$ cat config.mk
export PLATFORM = sky130hd
export DESIGN_NAME = pipe_hazard_ctl_flat
export DESIGN_NICKNAME = d
export VERILOG_FILES = /design/src/rtl/pipe_hazard_ctl_if.sv /design/src/rtl/pipe_hazard_ctl.sv /design/src/flat_wrapper.sv
export SDC_FILE = /design/constraint.sdc
export NUM_CORES = 1
export LEC_CHECK = 0
export BUFFER_PORTS_ARGS = -buffer_cell sky130_fd_sc_hd__buf_2
export CAP_MARGIN = 30
export CORE_MARGIN = 4
export CORE_UTILIZATION = 35
export CTS_CLUSTER_SIZE = 10
export DETAILED_ROUTE_END_ITERATION = 16
export SLEW_MARGIN = 10
export SYNTH_ARGS = -nofsm -noshare
export SYNTH_HDL_FRONTEND = slang
export SYNTH_SLANG_ARGS = --single-unit
$ cat constraint.sdc
create_clock -name i_clk -period 9.15 [get_ports i_clk]
set_input_delay 0.4575 -clock i_clk [delete_from_list [all_inputs] [get_ports i_clk]]
set_output_delay 0.4575 -clock i_clk [all_outputs]
set_load 0.03 [all_outputs]
$ cat src/rtl/pipe_hazard_ctl_if.sv
// Bundle of pipeline-side hazard inputs and controller outputs shared between
// the datapath (master) and the hazard controller (slave).
interface pipe_hazard_ctl_if;
    logic [4:0]  i_rs1_d;
    logic [4:0]  i_rs2_d;
    logic [4:0]  i_rs1_e;
    logic [4:0]  i_rs2_e;
    logic [4:0]  i_rd_e;
    logic [1:0]  i_result_src_e;
    logic        i_pc_src_e;
    logic [4:0]  i_rd_m;
    logic [4:0]  i_rd_w;
    logic        i_reg_wr_m;
    logic        i_reg_wr_w;
    logic        i_mem_req_m;
    logic        i_dmem_ready;
    logic        i_exception_m;

    logic        o_stall_f;
    logic        o_stall_d;
    logic        o_stall_e;
    logic        o_stall_m;
    logic        o_flush_d;
    logic        o_flush_e;
    logic        o_flush_m;
    logic        o_flush_w;
    logic [1:0]  o_fwd_a_e;
    logic [1:0]  o_fwd_b_e;
    logic        o_trap_redirect;
    logic        o_mem_timeout;
    logic [31:0] o_stall_cycles;

    modport master (
        output i_rs1_d, i_rs2_d, i_rs1_e, i_rs2_e, i_rd_e, i_result_src_e,
               i_pc_src_e, i_rd_m, i_rd_w, i_reg_wr_m, i_reg_wr_w,
               i_mem_req_m, i_dmem_ready, i_exception_m,
        input  o_stall_f, o_stall_d, o_stall_e, o_stall_m,
               o_flush_d, o_flush_e, o_flush_m, o_flush_w,
               o_fwd_a_e, o_fwd_b_e, o_trap_redirect, o_mem_timeout,
               o_stall_cycles
    );

    modport slave (
        input  i_rs1_d, i_rs2_d, i_rs1_e, i_rs2_e, i_rd_e, i_result_src_e,
               i_pc_src_e, i_rd_m, i_rd_w, i_reg_wr_m, i_reg_wr_w,
               i_mem_req_m, i_dmem_ready, i_exception_m,
        output o_stall_f, o_stall_d, o_stall_e, o_stall_m,
               o_flush_d, o_flush_e, o_flush_m, o_flush_w,
               o_fwd_a_e, o_fwd_b_e, o_trap_redirect, o_mem_timeout,
               o_stall_cycles
    );
endinterface

$ cat src/rtl/pipe_hazard_ctl.sv
// Hazard and sequencing controller for the 5-stage pipeline: forwarding,
// load-use/branch handling, data-memory wait states with timeout, trap draining.
module pipe_hazard_ctl #(
    parameter int TIMEOUT     = 16,
    parameter int TRAP_CYCLES = 2
) (
    input logic              i_clk,
    input logic              i_rst,
    pipe_hazard_ctl_if.slave bus
);
    localparam int WaitW = $clog2(TIMEOUT) + 1;
    localparam int TrapW = $clog2(TRAP_CYCLES) + 1;

    localparam logic [1:0] RUN      = 2'd0;
    localparam logic [1:0] MEM_WAIT = 2'd1;
    localparam logic [1:0] TRAP     = 2'd2;

    localparam logic [WaitW-1:0] WaitLast = WaitW'(TIMEOUT - 1);
    localparam logic [TrapW-1:0] TrapLoad = TrapW'(TRAP_CYCLES - 1);

    logic [1:0]       state_q, state_d, effState;
    logic [WaitW-1:0] waitCnt_q, waitCnt_d;
    logic [TrapW-1:0] trapCnt_q, trapCnt_d;
    logic             memTimeout_q, memTimeout_d;
    logic [31:0]      stallCycles_q;

    logic stallF, stallD, stallE, stallM;
    logic flushD, flushE, flushM, flushW;
    logic trapRedirect, loadUse;
    logic trapNow, memStall, normal;

    // MEM result wins over WB because it is the younger write; x0 never forwards.
    function automatic logic [1:0] fwdSel(input logic [4:0] rs,
                                          input logic       wrM, input logic [4:0] rdM,
                                          input logic       wrW, input logic [4:0] rdW);
        if (wrM && rdM != 5'd0 && rdM == rs)      return 2'b10;
        else if (wrW && rdW != 5'd0 && rdW == rs) return 2'b01;
        else                                      return 2'b00;
    endfunction

    assign bus.o_fwd_a_e = fwdSel(bus.i_rs1_e, bus.i_reg_wr_m, bus.i_rd_m,
                                  bus.i_reg_wr_w, bus.i_rd_w);
    assign bus.o_fwd_b_e = fwdSel(bus.i_rs2_e, bus.i_reg_wr_m, bus.i_rd_m,
                                  bus.i_reg_wr_w, bus.i_rd_w);

    always_comb begin
        effState     = i_rst ? RUN : state_q;
        loadUse      = (bus.i_result_src_e == 2'b01) && (bus.i_rd_e != 5'd0) &&
                       ((bus.i_rd_e == bus.i_rs1_d) || (bus.i_rd_e == bus.i_rs2_d));
        state_d      = effState;
        waitCnt_d    = '0;
        trapCnt_d    = '0;
        memTimeout_d = 1'b0;
        trapNow      = 1'b0;
        memStall     = 1'b0;
        normal       = 1'b0;
        stallF       = 1'b0;
        stallD       = 1'b0;
        stallE       = 1'b0;
        stallM       = 1'b0;
        flushD       = 1'b0;
        flushE       = 1'b0;
        flushM       = 1'b0;
        flushW       = 1'b0;
        trapRedirect = 1'b0;

        case (effState)
            RUN: begin
                if (bus.i_exception_m) begin
                    trapNow = 1'b1;
                end else if (bus.i_mem_req_m && !bus.i_dmem_ready) begin
                    memStall  = 1'b1;
                    state_d   = MEM_WAIT;
                    waitCnt_d = WaitW'(1);
                end else begin
                    normal = 1'b1;
                end
            end
            // Once waiting, the request line is no longer consulted; only ready ends the wait.
            MEM_WAIT: begin
                if (bus.i_exception_m) begin
                    trapNow = 1'b1;
                end else if (bus.i_dmem_ready) begin
                    normal  = 1'b1;
                    state_d = RUN;
                end else if (waitCnt_q == WaitLast) begin
                    trapNow      = 1'b1;
                    memTimeout_d = 1'b1;
                end else begin
                    memStall  = 1'b1;
                    waitCnt_d = waitCnt_q + 1'b1;
                end
            end
            TRAP: begin
                stallF = 1'b1;
                flushD = 1'b1;
                flushE = 1'b1;
                if (trapCnt_q == '0) state_d = RUN;
                else                 trapCnt_d = trapCnt_q - 1'b1;
            end
            default: state_d = RUN;
        endcase

        if (trapNow) begin
            flushD       = 1'b1;
            flushE       = 1'b1;
            flushM       = 1'b1;
            trapRedirect = 1'b1;
            state_d      = TRAP;
            trapCnt_d    = TrapLoad;
        end
        if (memStall) begin
            stallF = 1'b1;
            stallD = 1'b1;
            stallE = 1'b1;
            stallM = 1'b1;
            flushW = 1'b1;
        end
        if (normal) begin
            if (bus.i_pc_src_e) begin
                flushD = 1'b1;
                flushE = 1'b1;
            end else if (loadUse) begin
                stallF = 1'b1;
                stallD = 1'b1;
                flushE = 1'b1;
            end
        end
    end

    always_ff @(posedge i_clk) begin
        if (i_rst) begin
            state_q       <= RUN;
            waitCnt_q     <= '0;
            trapCnt_q     <= '0;
            memTimeout_q  <= 1'b0;
            stallCycles_q <= '0;
        end else begin
            state_q       <= state_d;
            waitCnt_q     <= waitCnt_d;
            trapCnt_q     <= trapCnt_d;
            memTimeout_q  <= memTimeout_d;
            stallCycles_q <= stallCycles_q + 32'(stallF);
        end
    end

    assign bus.o_stall_f       = stallF;
    assign bus.o_stall_d       = stallD;
    assign bus.o_stall_e       = stallE;
    assign bus.o_stall_m       = stallM;
    assign bus.o_flush_d       = flushD;
    assign bus.o_flush_e       = flushE;
    assign bus.o_flush_m       = flushM;
    assign bus.o_flush_w       = flushW;
    assign bus.o_trap_redirect = trapRedirect;
    assign bus.o_mem_timeout   = memTimeout_q;
    assign bus.o_stall_cycles  = stallCycles_q;
endmodule

$ cat src/flat_wrapper.sv
// flat-port wrapper written by rule: the top's interface ports become plain ports
module pipe_hazard_ctl_flat 
#(
    parameter int TIMEOUT     = 16,
    parameter int TRAP_CYCLES = 2
)
  (i_clk, i_rst, bus_i_rs1_d, bus_i_rs2_d, bus_i_rs1_e, bus_i_rs2_e, bus_i_rd_e, bus_i_result_src_e, bus_i_pc_src_e, bus_i_rd_m, bus_i_rd_w, bus_i_reg_wr_m, bus_i_reg_wr_w, bus_i_mem_req_m, bus_i_dmem_ready, bus_i_exception_m, bus_o_stall_f, bus_o_stall_d, bus_o_stall_e, bus_o_stall_m, bus_o_flush_d, bus_o_flush_e, bus_o_flush_m, bus_o_flush_w, bus_o_fwd_a_e, bus_o_fwd_b_e, bus_o_trap_redirect, bus_o_mem_timeout, bus_o_stall_cycles);
  pipe_hazard_ctl_if bus_i ();
  input logic i_clk;
  input logic i_rst;
  input wire logic [$bits(bus_i.i_rs1_d)-1:0] bus_i_rs1_d;
  input wire logic [$bits(bus_i.i_rs2_d)-1:0] bus_i_rs2_d;
  input wire logic [$bits(bus_i.i_rs1_e)-1:0] bus_i_rs1_e;
  input wire logic [$bits(bus_i.i_rs2_e)-1:0] bus_i_rs2_e;
  input wire logic [$bits(bus_i.i_rd_e)-1:0] bus_i_rd_e;
  input wire logic [$bits(bus_i.i_result_src_e)-1:0] bus_i_result_src_e;
  input wire logic [$bits(bus_i.i_pc_src_e)-1:0] bus_i_pc_src_e;
  input wire logic [$bits(bus_i.i_rd_m)-1:0] bus_i_rd_m;
  input wire logic [$bits(bus_i.i_rd_w)-1:0] bus_i_rd_w;
  input wire logic [$bits(bus_i.i_reg_wr_m)-1:0] bus_i_reg_wr_m;
  input wire logic [$bits(bus_i.i_reg_wr_w)-1:0] bus_i_reg_wr_w;
  input wire logic [$bits(bus_i.i_mem_req_m)-1:0] bus_i_mem_req_m;
  input wire logic [$bits(bus_i.i_dmem_ready)-1:0] bus_i_dmem_ready;
  input wire logic [$bits(bus_i.i_exception_m)-1:0] bus_i_exception_m;
  output wire logic [$bits(bus_i.o_stall_f)-1:0] bus_o_stall_f;
  output wire logic [$bits(bus_i.o_stall_d)-1:0] bus_o_stall_d;
  output wire logic [$bits(bus_i.o_stall_e)-1:0] bus_o_stall_e;
  output wire logic [$bits(bus_i.o_stall_m)-1:0] bus_o_stall_m;
  output wire logic [$bits(bus_i.o_flush_d)-1:0] bus_o_flush_d;
  output wire logic [$bits(bus_i.o_flush_e)-1:0] bus_o_flush_e;
  output wire logic [$bits(bus_i.o_flush_m)-1:0] bus_o_flush_m;
  output wire logic [$bits(bus_i.o_flush_w)-1:0] bus_o_flush_w;
  output wire logic [$bits(bus_i.o_fwd_a_e)-1:0] bus_o_fwd_a_e;
  output wire logic [$bits(bus_i.o_fwd_b_e)-1:0] bus_o_fwd_b_e;
  output wire logic [$bits(bus_i.o_trap_redirect)-1:0] bus_o_trap_redirect;
  output wire logic [$bits(bus_i.o_mem_timeout)-1:0] bus_o_mem_timeout;
  output wire logic [$bits(bus_i.o_stall_cycles)-1:0] bus_o_stall_cycles;
  assign bus_i.i_rs1_d = bus_i_rs1_d;
  assign bus_i.i_rs2_d = bus_i_rs2_d;
  assign bus_i.i_rs1_e = bus_i_rs1_e;
  assign bus_i.i_rs2_e = bus_i_rs2_e;
  assign bus_i.i_rd_e = bus_i_rd_e;
  assign bus_i.i_result_src_e = bus_i_result_src_e;
  assign bus_i.i_pc_src_e = bus_i_pc_src_e;
  assign bus_i.i_rd_m = bus_i_rd_m;
  assign bus_i.i_rd_w = bus_i_rd_w;
  assign bus_i.i_reg_wr_m = bus_i_reg_wr_m;
  assign bus_i.i_reg_wr_w = bus_i_reg_wr_w;
  assign bus_i.i_mem_req_m = bus_i_mem_req_m;
  assign bus_i.i_dmem_ready = bus_i_dmem_ready;
  assign bus_i.i_exception_m = bus_i_exception_m;
  assign bus_o_stall_f = bus_i.o_stall_f;
  assign bus_o_stall_d = bus_i.o_stall_d;
  assign bus_o_stall_e = bus_i.o_stall_e;
  assign bus_o_stall_m = bus_i.o_stall_m;
  assign bus_o_flush_d = bus_i.o_flush_d;
  assign bus_o_flush_e = bus_i.o_flush_e;
  assign bus_o_flush_m = bus_i.o_flush_m;
  assign bus_o_flush_w = bus_i.o_flush_w;
  assign bus_o_fwd_a_e = bus_i.o_fwd_a_e;
  assign bus_o_fwd_b_e = bus_i.o_fwd_b_e;
  assign bus_o_trap_redirect = bus_i.o_trap_redirect;
  assign bus_o_mem_timeout = bus_i.o_mem_timeout;
  assign bus_o_stall_cycles = bus_i.o_stall_cycles;
  pipe_hazard_ctl #(.TIMEOUT(TIMEOUT), .TRAP_CYCLES(TRAP_CYCLES)) u_core (.i_clk(i_clk), .i_rst(i_rst), .bus(bus_i));
endmodule
==> results of run 1 <==
## power by group
part           total (mW)  switching (mW)  leakage (nW)  internal (mW)
Clock               0.122          0.0611        0.0482         0.0609
Sequential          0.185         0.00131         0.339          0.184
Combinational      0.0495          0.0290         0.889         0.0205
## cell families (layout without fill, tap and decap cells)
logic type / Yosys count / in the layout / synth area share
AO/OA/AOI/OAI: 49 / 49 / 0.125
XOR/XNOR: 44 / 44 / 0.157
adder cells (fa/ha/maj): 5 / 5 / 0.0255
buffers and inverters: 26 / 111 / 0.0485
flip-flops: 42 / 42 / 0.343
multiplexers: 3 / 3 / 0.0138
AND/OR/NAND/NOR: 122 / 122 / 0.287
## layer usage
layer  track usage  routed length (um)  vias up
met5             0                   0        -
met4        0.0402                  51        0
met3        0.0468                 441        6
met2         0.253                2950       62
met1         0.173                2590     1078
li1              -                   -     1209
## per-stage QoR
step / hold slack (ns) / instances / setup slack [ns] / cell area (um^2)
finish: 0.440 / 472 / 5.28 / 3040
global route: 0.477 / 472 / 4.91 / 3040
CTS: 0.443 / 472 / 5.23 / 3040
detailed placement: 0.434 / 464 / 4.91 / 2950
global placement: 0.429 / 464 / 5.05 / 2950
floorplan: 0.413 / 291 / 4.54 / 2450
## flip-flops by register name (all words and copies together) (netlist names)
name and cells:
u_core.bus.o_mem_timeout 1, u_core.waitCnt_q 5, u_core.bus.o_stall_cycles 32, u_core.state_q 2, u_core.trapCnt_q 2
## layout make-up
type / instances / area (um^2)
Clock buffer: 7 / 86.3
Clock inverter: 1 / 5.00
Fill cell: 716 / 3750
Inverter: 13 / 48.8
Multi-Input combinational cell: 223 / 1490
Sequential cell: 42 / 841
Tap cell: 96 / 120
Timing Repair Buffer: 90 / 450
## synth_stat cells, drive strengths merged (6+ instances only)
cell	instances	share of area
clkbuf	6	0.0092
a21oi	19	0.039
nor4	10	0.026
o21ai	10	0.020
buf	7	0.019
dfxtp	42	0.34
o31ai	8	0.025
nand3	18	0.039
or4	13	0.041
nor3	8	0.016
xnor2	15	0.054
inv	13	0.020
nand2	11	0.017
nor2	28	0.043
xor2	29	0.10
nand4	7	0.027
## worst paths after layout
path	startpoint	endpoint	slack, ns	cells past startpoint
setup / recovery	i_rst	u_core.bus.o_stall_cycles[22]	5.28	11
hold reg to reg	u_core.waitCnt_q[4]	u_core.waitCnt_q[4]	0.44	2
setup reg to reg	u_core.state_q[0]	u_core.bus.o_stall_cycles[22]	5.54	10
hold / removal	u_core.waitCnt_q[4]	u_core.waitCnt_q[4]	0.44	2
## worst max-delay path, cell delays in order
cell     delay [ns]
buf_2          0.34
or4b_1         0.62
o32ai_1        0.49
nor2_1         0.09
o21ai_0        0.13
ha_1           0.30
ha_1           0.21
and3_1         0.28
nand4_2        0.36
nor4_1         0.41
mux2_2         0.37
==> flow_metrics.py, run 1 <==
metrics = {
    "logic_synthesis": {
        "async_flop_share": 0,
        "syn_area_um2": 2450,
        "syn_inst": 291,
        "ys.flop_type": "dfxtp_1",
        "synth_warnings": 0,
        "syn_nets": 341,
        "ys_types": 49,
        "synth-edff-count": 0,
        "yosysSeqAreaShare": 0.343,
        "synth_seq_cells": 42,
        "syn_avg_cell_area_um2": 8.42,
    },
    "power_and_ir_drop": {
        "p_leak_nw": 1.28,
        "total_power_mw": 0.357,
        "irDropWorstVdd_mv": 0.0502,
        "cellPowerDensity_nw_per_um2": 117,
    },
    "layout": {
        "drive_above_1_share": 0.287,
        "antenna_cells": 0,
        "nNetsFinal": 425,
        "final_util": 0.448,
        "final_common_cell": "buf_2",
        "syn_to_final_growth_pct": 24.1,
        "final_cell_mix": "buf_2 (90), dfxtp_1 (42), xor2_1 (29)",
    },
    "global_routing": {
        "grt-ovfl-total": 0,
        "grt_pass1_vias": 2226,
        "grt_max_degree": 46,
        "grt_pass1_wl_um": 10200,
        "grtUsageTotal": 0.146,
        "antenna_found_initial": 0,
    },
    "clocking": {
        "clk_latency_ns": 0.29,
        "clockRootBuffer": "clkbuf_8",
        "cts_buffer_depth": 2,
        "cts.repair.resized": 0,
        "clkSinkCount": 42,
        "cts_hold_buf": 0,
        "clkTransAtPathRegs_ns": 0.08,
        "cts_setup_buffers": 0,
        "cts_buffers": 5,
        "cts_tree": "yes",
        "h-tree-depth": 2,
    },
    "critical_path": {
        "arrival_ns": 4.06,
        "end_kind": "flip-flop",
        "startpoint_type": "primary input",
        "critical_path.max_fanout": 45,
        "critical_path_class": "in2reg",
        "required_ns": 9.33,
    },
    "timing": {
        "final-hold-violation-count": 0,
        "worst_pin_slew_ns": 0.770,
        "period_share": 0.423,
        "finalSetupViolations": 0,
        "finClkSkew_ns": 0.00460,
        "slew_headroom": 0.487,
        "clock.fmax_ghz": 0.258,
        "drv_slew": 0,
        "post-route-min-period_ns": 3.87,
        "fin_tns_setup_ns": 0,
        "rsz0062_at_grt": "false",
    },
    "floorplan": {
        "ios": 91,
        "die_h_um": 91.7,
        "start_util": 0.361,
        "core_area_um2": 6790,
        "die_w_um": 91.7,
        "row_count": 30,
        "dieArea_um2": 8410,
    },
    "detailed_routing": {
        "firstDrtPassIters": 4,
        "routed_wl_um": 6020,
        "drtIter0Drc": 64,
        "drc": 0,
        "avgRoutedWirePerCell_um": 12.8,
        "via_count": 2355,
        "ant_nets": 0,
        "avgViaCountPerCell": 4.99,
    },
    "worst_hold_path": {
        "hold_class": "reg2reg",
    },
    "placed_design": {
        "post-dp-hpwl_um": 4730,
        "routabilityCongestion": 0.803,
        "port_buffers": 90,
    },
    "job": {
        "cap_violations": 0,
    },
    "outcome": {
        "status": "completed",
    },
}
No activity file was read; power rests on OpenSTA's default activity.
==> inputs of run 2 (changes only) <==
==> constraint.sdc (replaced) <==
create_clock -name i_clk -period 3.7 [get_ports i_clk]
set_input_delay 0.185 -clock i_clk [delete_from_list [all_inputs] [get_ports i_clk]]
set_output_delay 0.185 -clock i_clk [all_outputs]
set_load 0.03 [all_outputs]
==> run 2 against run 1 <==
Net effect:
- non-clock buffer count is 1 higher
- clock skew is 0.0013 ns lower
- global-route usage hardly changed
- design area is 1.9% higher
- wire length is 0.45% higher
- flip-flop and latch count stayed put
- hold slack worse by 0.18 ns
- first-iteration DRC count is 34% higher
- power grew to 2.6 times the previous value
- register-to-register slack worse by 5.2 ns
- die area stayed put
- critical path type is now reg2reg
==> flow_metrics.py, run 2 (synthesized netlist as in run 1, its figures left out) <==
metrics = {
    "layout": {
        "final_common_cell": "buf_2",
        "final_cell_mix": "buf_2 (90), dfxtp_1 (42), xor2_1 (29)",
        "antenna_cells": 0,
        "final_util": 0.456,
        "multiInputGateArea_um2": 1520,
        "fillCellCount": 699,
        "nNetsFinal": 426,
        "drive_above_1_share": 0.297,
        "syn_to_final_growth_pct": 26.4,
        "largest_reg_flops": 32,
        "seq_area_um2": 841,
    },
    "timing": {
        "finalSetupViolations": 0,
        "fin_tns_setup_ns": 0,
        "final-hold-violation-count": 0,
        "drv_slew": 0,
        "worst_pin_slew_ns": 0.622,
        "finClkSkew_ns": 0.00331,
        "rsz0062_at_grt": "false",
        "clock.fmax_ghz": 0.296,
        "slew_headroom": 0.581,
        "period_share": 0.913,
        "post-route-min-period_ns": 3.38,
    },
    "critical_path": {
        "cp_slowest_cell": "or4b_1",
        "worstRegToRegCells": 10,
        "reg2reg_from": "u_core.state_q[1]",
        "cp.depth": 10,
        "crit_path_start": "u_core.state_q[1]",
        "rrSetupSlack_ns": 0.32,
        "crit_family": "simple AND/OR/NAND/NOR gates",
        "arrival_ns": 3.56,
        "critical_path.max_fanout": 17,
        "cpMostUsedCell": "ha_1",
        "critical_path_class": "reg2reg",
        "crit_chain": "or4b_1 > o32ai_4 > nor2_1 > o21ai_2 > ha_1 > ha_1 > and3_1 > nand4_4 > nor4_1 > mux2_2",
        "required_ns": 3.88,
        "worst-path-buf-inv": 0,
        "crit_path_end": "u_core.bus.o_stall_cycles[30]",
        "startpoint_type": "flip-flop",
        "max_stage_delay_ns": 0.59,
        "end_kind": "flip-flop",
        "r2r_end": "u_core.bus.o_stall_cycles[30]",
    },
    "placed_design": {
        "post-dp-hpwl_um": 4690,
        "routabilityCongestion": 0.787,
        "port_buffers": 90,
    },
    "power_and_ir_drop": {
        "irDropWorstVdd_mv": 0.178,
        "p_int_mw": 0.706,
        "netSwitchingPower_mw": 0.237,
        "seqPwrFrac": 0.486,
        "p_comb_frac": 0.134,
        "p_leak_nw": 1.30,
        "swShare": 0.251,
        "cellPowerDensity_nw_per_um2": 304,
        "clockPowerShare": 0.380,
    },
    "clocking": {
        "clk_latency_ns": 0.29,
        "cts_hold_buf": 0,
        "cts_buffers": 5,
        "h-tree-depth": 2,
        "clkTransAtPathRegs_ns": 0.08,
        "clockRootBuffer": "clkbuf_8",
        "clkSinkCount": 42,
        "cts_buffer_depth": 2,
        "cts_tree": "yes",
    },
    "detailed_routing": {
        "drc": 0,
        "firstDrtPassIters": 4,
        "routed_wl_um": 6050,
        "avgRoutedWirePerCell_um": 12.8,
        "ant_nets": 0,
        "via_count": 2373,
        "drtIter0Drc": 86,
        "avgViaCountPerCell": 5.02,
    },
    "floorplan": {
        "start_util": 0.361,
        "dieArea_um2": 8410,
        "core_area_um2": 6790,
        "die_w_um": 91.7,
        "die_h_um": 91.7,
        "row_count": 30,
        "ios": 91,
    },
    "outcome": {
        "status": "completed",
    },
    "worst_hold_path": {
        "min_from": "bus_i_mem_req_m",
        "hold_class": "in2reg",
    },
    "global_routing": {
        "grt_pass1_wl_um": 10400,
        "grtUsageTotal": 0.146,
        "grt_max_degree": 45,
        "grt-ovfl-total": 0,
        "grt_pass1_vias": 2362,
        "antenna_found_initial": 0,
    },
    "job": {
        "cap_violations": 0,
    },
}
==> run 2: worst min path at each step <==
stage                                      to  slack, ns  depth (start not counted)
after floorplan             u_core.state_q[0]       0.38                          2
after global placement    u_core.waitCnt_q[4]       0.43                          2
after detailed placement  u_core.waitCnt_q[4]       0.44                          2
after CTS                   u_core.state_q[0]       0.24                          3
after global routing        u_core.state_q[0]       0.28                          3
final                       u_core.state_q[0]       0.26                          3
==> run 2: area by class of cell <==
| cell class | count | area share |
|---|---|---|
| clock inverter | 3 | 0.0129 |
| clock buffer | 5 | 0.0222 |
| sequential | 42 | 0.271 |
| tap | 96 | 0.0388 |
| multi-input combinational | 223 | 0.491 |
| inverter | 13 | 0.0157 |
| timing repair buffer | 91 | 0.148 |
==> run 2: timing repair <==
action | in CTS | in global routing
setup endpoints to repair | 0 | 4
buffers inserted | 0 | 0
gates resized for setup | 0 | 1
==> run 2: tightest hold or removal path: stages <==
cell,delay (ns)
buf_2,0.11
a21oi_1,0.15
nor3_1,0.06
==> run 2: power groups by stage <==
stage	Sequential [mW]	Combinational [mW]	Clock (mW)
2_1_floorplan	0.472	0.0719	0
3_3_place_gp	0.469	0.125	0
3_5_place_dp	0.469	0.127	0
4_1_cts	0.458	0.127	0.373
5_1_grt	0.459	0.140	0.391
6_report	0.458	0.126	0.358
==> run 2: stage by stage <==
| step | instance area, um^2 | setup WS [ns] | std cells | power (mW) | hold WS, ns |
|---|---|---|---|---|---|
| global route | 3100 | 0.0634 | 473 | 0.990 | 0.283 |
| detailed placement | 2980 | 0.202 | 465 | 0.596 | 0.443 |
| floorplan | 2470 | 0.146 | 291 | 0.544 | 0.384 |
| finish | 3100 | 0.321 | 473 | 0.943 | 0.261 |
| global placement | 2980 | 0.336 | 465 | 0.594 | 0.431 |
| CTS | 3090 | 0.181 | 473 | 0.959 | 0.244 |
==> run 2: routing by layer <==
layer,up-vias,share of wire,global-route usage,routed length [um]
li1,1218,-,-,-
met1,1076,0.46,0.183,2770
met3,10,0.055,0.0320,333
met2,69,0.47,0.246,2840
met5,-,0,0,0
met4,0,0.017,0.0503,104
